File: config.mk
export PLATFORM = sky130hd
export DESIGN_NAME = async_in_sync_filter
export DESIGN_NICKNAME = d
export VERILOG_FILES = /design/src/rtl/async_in_sync_filter.sv
export SDC_FILE = /design/constraint.sdc
export NUM_CORES = 1
export LEC_CHECK = 0
export ABC_AREA = 1
export ABC_CLOCK_PERIOD_IN_PS = 800
export CAP_MARGIN = 20
export CELL_PAD_IN_SITES_DETAIL_PLACEMENT = 1
export CELL_PAD_IN_SITES_GLOBAL_PLACEMENT = 2
export CORE_MARGIN = 8
export CORE_UTILIZATION = 25
export DETAILED_ROUTE_END_ITERATION = 7
export GPL_TIMING_DRIVEN = 1
export PLACE_DENSITY_LB_ADDON = 0.08
export SLEW_MARGIN = 20
export SYNTH_ARGS = -nofsm -noshare
export SYNTH_HDL_FRONTEND = slang
export SYNTH_SLANG_ARGS = --single-unit
File: constraint.sdc
create_clock -name i_clk -period 0.8 [get_ports i_clk]
set_clock_uncertainty 0.05 [all_clocks]
set_input_delay 0.16 -clock i_clk [delete_from_list [all_inputs] [get_ports i_clk]]
set_output_delay 0.16 -clock i_clk [all_outputs]
set_load 0.05 [all_outputs]
File: src/rtl/async_in_sync_filter.sv
// -----------------------------------------------------------------------------
// async_in_sync_filter
//
// Multi-channel synchroniser for independent single-bit signals entering the
// i_clk domain from a slower or fully asynchronous source. Each channel has an
// N-flop synchronisation chain, an optional glitch filter, a registered level
// output and single-cycle rise/fall pulses derived from that level.
//
// Channels are synchronised independently: this block must not be used for
// multi-bit buses, as there is no coherency between bits.
//
// Build option:
//   ASYNC_IN_SYNC_FILTER_EN  defined   -> per-channel glitch filter present; a new
//                                         level is accepted only after FILT_CYCLES
//                                         consecutive disagreeing samples.
//                            undefined -> no filter; the synchronised value is the
//                                         accepted level, FILT_CYCLES is ignored.
//
// Parameters:
//   CH           number of independent channels
//   SYNC_STAGES  synchroniser flops per channel (>= 2)
//   FILT_CYCLES  consecutive agreeing samples needed to accept a new level (>= 1)
//   RST_VAL      CH-bit reset value of the sync chain, accepted level and o_level
//
// Ports:
//   i_clk    in   1   destination clock
//   i_rst_n  in   1   asynchronous active-low reset
//   i_async  in   CH  asynchronous inputs, one per channel
//   o_level  out  CH  synchronised (filtered) level, registered
//   o_rise   out  CH  one-cycle pulse in the first cycle o_level[i] reads 1 after 0
//   o_fall   out  CH  one-cycle pulse in the first cycle o_level[i] reads 0 after 1
// -----------------------------------------------------------------------------
module async_in_sync_filter #(
  parameter int          CH          = 4,
  parameter int          SYNC_STAGES = 2,
  parameter int          FILT_CYCLES = 4,
  parameter logic [CH-1:0] RST_VAL   = '0
) (
  input  logic          i_clk,
  input  logic          i_rst_n,
  input  logic [CH-1:0] i_async,
  output logic [CH-1:0] o_level,
  output logic [CH-1:0] o_rise,
  output logic [CH-1:0] o_fall
);

  // Parameter sanity: a single flop gives no metastability protection.
  if (SYNC_STAGES < 2) begin : g_bad_sync_stages
    $error("async_in_sync_filter: SYNC_STAGES must be >= 2");
  end

  // ---------------------------------------------------------------------------
  // Synchronisation chain. Only stage 0 ever samples i_async; the remaining
  // stages give a metastable stage 0 time to resolve.
  // ---------------------------------------------------------------------------
  logic [SYNC_STAGES-1:0][CH-1:0] sync_q;
  logic [SYNC_STAGES-1:0][CH-1:0] sync_d;
  logic [CH-1:0]                  sync_out;

  always_comb begin
    sync_d = {sync_q[SYNC_STAGES-2:0], i_async};
  end

  always_ff @(posedge i_clk or negedge i_rst_n) begin
    if (!i_rst_n) begin
      sync_q <= {SYNC_STAGES{RST_VAL}};
    end else begin
      sync_q <= sync_d;
    end
  end

  assign sync_out = sync_q[SYNC_STAGES-1];

  // ---------------------------------------------------------------------------
  // Accepted level L (== o_level) and its next value.
  // ---------------------------------------------------------------------------
  logic [CH-1:0] level_q;
  logic [CH-1:0] level_d;

`ifdef ASYNC_IN_SYNC_FILTER_EN
  if (FILT_CYCLES < 1) begin : g_bad_filt_cycles
    $error("async_in_sync_filter: FILT_CYCLES must be >= 1");
  end

  localparam int CW = $clog2(FILT_CYCLES + 1);
  localparam logic [CW-1:0] CNT_LAST = CW'(FILT_CYCLES - 1);

  // Per-channel run length of consecutive samples disagreeing with L.
  logic [CW-1:0] cnt_q [CH];
  logic [CW-1:0] cnt_d [CH];

  // Any agreeing sample restarts the run, so a glitch shorter than
  // FILT_CYCLES cycles never reaches the accepted level. When the run
  // completes the new level is taken and the count restarts for the
  // opposite direction.
  always_comb begin
    level_d = level_q;
    cnt_d   = cnt_q;
    for (int unsigned c = 0; c < CH; c++) begin
      if (sync_out[c] == level_q[c]) begin
        cnt_d[c] = '0;
      end else if (cnt_q[c] == CNT_LAST) begin
        level_d[c] = sync_out[c];
        cnt_d[c]   = '0;
      end else begin
        cnt_d[c] = cnt_q[c] + 1'b1;
      end
    end
  end

  always_ff @(posedge i_clk or negedge i_rst_n) begin
    if (!i_rst_n) begin
      for (int unsigned c = 0; c < CH; c++) begin
        cnt_q[c] <= '0;
      end
    end else begin
      cnt_q <= cnt_d;
    end
  end
`else
  // Unfiltered: the synchroniser output is accepted directly.
  always_comb begin
    level_d = sync_out;
  end
`endif

  // ---------------------------------------------------------------------------
  // Level and edge pulses, all registered together so the pulse coincides with
  // the first cycle o_level shows the new value. Reset loads RST_VAL with no
  // pulse, so the reset value itself is never reported as an edge.
  // ---------------------------------------------------------------------------
  logic [CH-1:0] rise_q;
  logic [CH-1:0] fall_q;
  logic [CH-1:0] rise_d;
  logic [CH-1:0] fall_d;

  always_comb begin
    rise_d = ~level_q &  level_d;
    fall_d =  level_q & ~level_d;
  end

  always_ff @(posedge i_clk or negedge i_rst_n) begin
    if (!i_rst_n) begin
      level_q <= RST_VAL;
      rise_q  <= '0;
      fall_q  <= '0;
    end else begin
      level_q <= level_d;
      rise_q  <= rise_d;
      fall_q  <= fall_d;
    end
  end

  assign o_level = level_q;
  assign o_rise  = rise_q;
  assign o_fall  = fall_q;

endmodule

After elaboration in Yosys (flattened, before gate mapping)
Index checks and enable logic that the tools add are counted.

Bitwise operators: 4.

Operators by type and width (number): 4-bit bitwise AND (2); 4-bit NOT (2).

Register bits after elaboration: 20. Output and inout bits: 12.

Longest topological paths before layout
Word-level depth: 2. Depth in mapped cells: 2. Depth with buffers taken out: 2.

Least setup slack after synthesis
No wires, ideal clock.

Path type: register to register. Start point: register level_q[0], in the netlist o_level[0]. End point: register fall_q[0], in the netlist o_fall[0]. Data arrival time: 0.772 ns. Slack: -0.094 ns. Cell stages (with the launch flop): 3. Period minus slack after synthesis: 0.894 ns. Cell sequence: dfrtp_1 > inv_1 > nor2_1.

Longest elaborated chain between the ends: 1.

RTL lines: start: declaration (line 77) `logic [CH-1:0] level_q;`; start signal: assignment (line 148) `level_q <= level_d;`; 4-bit bitwise AND (line 139) `fall_d = level_q & ~level_d;`; net fall_d[0] (line 135) `logic [CH-1:0] fall_d;`; end signal: assignment (line 150) `fall_q <= fall_d;`; end: declaration (line 133) `logic [CH-1:0] fall_q;`.

The timed path passes the listed nets, and every way through them passes these cells.

Worst setup path in the final report
Start point: register level_q[0], in the netlist o_level[0]. End point: output port o_level[0].

RTL lines: end: declaration (line 42) `output logic [CH-1:0] o_level,`.

No word-level cell between the ends.

==> reports/qor.yml <==
run_status:
  status: "finished, violations left"
  failed_checks: "setup timing"
final_layout:
  final_util_pct: 44.8
  layout-drive-gt1-share_pct: 45.2
  nets: 70
  final_common_cell: "dfrtp_1"
  layout_common_cells: "dfrtp_1, buf_12, inv_1"
  stdcell_count: 90
  area.growth.synth_to_final_pct: 73.4
  antenna_cells: 0
routing:
  via_per_inst: 3.69
  drtPass1Iterations: 2
  via_count: 332
  post_drt_wl_per_cell_um: 13.0
  ant_nets: 0
  drc: 0
  wl_mm: 1.17
  first_iter_violations: 1
power:
  p_leak_uw: 0.000468
  internal_power_uw: 1410
  p_sw_share_pct: 25.1
  combPwrFrac_pct: 18.1
  power_uw: 1880
  switchingPower_uw: 471
  seq_power_share_pct: 58.8
  clock_power_share_pct: 23.1
  power.density_nw_per_um2: 1930
  vdd_drop_max_v: 0.000773
clocking:
  clock_latency_ns: 0.27
  cts_buffer_depth: 2
  hold_buffers: 0
  h-tree-depth: 1
  cts_tree: "done"
  cts-root-buf: "clkbuf_4"
  clk_pin_slew_ns: 0.10
  numCtsBuffers: 3
  clkSinkCount: 20
global_routing:
  grt-ovfl-total: 0
  grt_pass1_vias: 398
  grt_pass1_wl_mm: 1.88
  grt_use_total_pct: 6.17
  grt_max_degree: 11
  antenna_found_initial: 0
synthesis:
  ys_seq_elements: 20
  synthCells: 36
  syn_area_um2: 561
  synth_top_area_share_pct: 89.3
  avgSynthCellArea_um2: 15.6
  yosysSeqAreaShare_pct: 89.3
  yosys.area.top_type: "dfrtp_1"
  yosysWarnings: 0
  synthDistinctLibCells: 3
  synthTopCellsByArea: "dfrtp_1, inv_1, nor2_1"
  synth_nets: 42
timing:
  worst_slack_ns: -0.288
  period_needed_ns: 1.09
  finalHoldViolCount: 0
  clock.fmax_mhz: 919
  finalSetupTns_ns: -3.19
  grt_setup_unrepaired: "true"
  worstMarginPinSlew_ns: 0.135
  maxSlewViolCount: 0
  min_period_over_period_pct: 136
  setup_violations: 15
  maxSlewHeadroom_pct: 91.0
setup_path:
  startpoint_type: "flip-flop"
  cpMaxStageDelayCell: "dfrtp_2"
  cp_slowest_stage_delay_ns: 0.44
  crit_chain: "buf_12"
  path_max_fanout: 2
  cp_top_family: "flip-flops"
  arrival_ns: 0.88
  crit_required_ns: 0.59
  setup.worst_path.class: "flip-flop to output port"
  worst-path-buf-inv: 1
  critPathCaptureType: "output port"
die:
  rows: 17
  initial_utilization_pct: 25.8
  fp.dieH_um: 63.4
  placeableCoreArea_um2: 2170
  die_width_um: 63.4
  die_area_um2: 4010
  io_pins: 18
hold_path:
  hp-class: "input port to asynchronous set/reset pin"
job:
  max_cap_viol_count: 0
place:
  dp.final_hpwl_um: 957
  place.gp.congestion: 0.681
  dp_cells: 83
  portBuffers: 17
[cell families (layout without fill, tap and decap cells)]
group / Yosys count / after routing / share of synthesized area [%]
buffers and inverters: 8 / 34 / 5.36
DFF: 20 / 20 / 89.3
and+or+nand+nor: 8 / 8 / 5.36
[power groups by stage]
| stage | registers (uW) | clock network [uW] | logic, uW |
|---|---|---|---|
| 6_report | 1100 | 434 | 339 |
| 5_1_grt | 1110 | 493 | 354 |
| 4_1_cts | 1110 | 455 | 332 |
| 3_5_place_dp | 1130 | 0 | 319 |
| 3_3_place_gp | 1120 | 0 | 312 |
| 2_1_floorplan | 1220 | 0 | 14.4 |
[metal layers]
metal / vias to the layer above / share of wire [%] / track usage, %
met5: - / 0 / 0
met4: 0 / 0.85 / 3.34
met3: 2 / 5.9 / 2.30
met2: 12 / 58 / 11.8
met1: 166 / 35 / 5.35
li1: 152 / - / -
[registers in the layout (all words and copies together), names as in the netlist]
name and cells:
o_level 4, o_rise 4, o_fall 4, level_d 4
sync_d 4
[through the flow]
| stage | instance area [um2] | setup WS [ns] | hold slack [ns] |
|---|---|---|---|
| 6_report | 972 | -0.288 | 0.173 |
| 5_1_grt | 972 | -0.317 | 0.166 |
| 4_1_cts | 951 | -0.308 | 0.165 |
| 3_5_place_dp | 906 | 0.0177 | 0.287 |
| 3_3_place_gp | 906 | 0.0291 | 0.286 |
| 2_1_floorplan | 566 | 0.00405 | -0.186 |
[final cells by class]
cell class,instances,area [um2]
fillers,228,1200
flip-flops and latches,20,505
repair buffers,23,339
multi-input cells,8,40.0
well taps,28,35.0
inverters,8,30.0
clock buffers,3,22.5
[worst paths after layout]
check,startpoint,endpoint,slack (ns),depth (start not counted)
worst max register to register,o_level[1],o_fall[1],-0.01,3
worst min-delay path,i_rst_n,o_rise[2],0.17,2
max in group asynchronous,i_rst_n,o_level[1],0.37,2
worst max-delay path,o_level[0],o_level[0],-0.29,1
min in group i_clk,i_async[2],sync_d[6],0.26,1
worst min register to register,sync_d[7],level_d[3],0.31,0
[timing repair]
action	4_1_cts	5_1_grt
pin swaps	0	0
gates resized for setup	0	5
setup endpoints to repair	12	18
setup buffers	3	1
[synth_stat cells]
master,number
inv_1,8
dfrtp_1,20
nor2_1,8
Power figures use the tool's default switching activity.
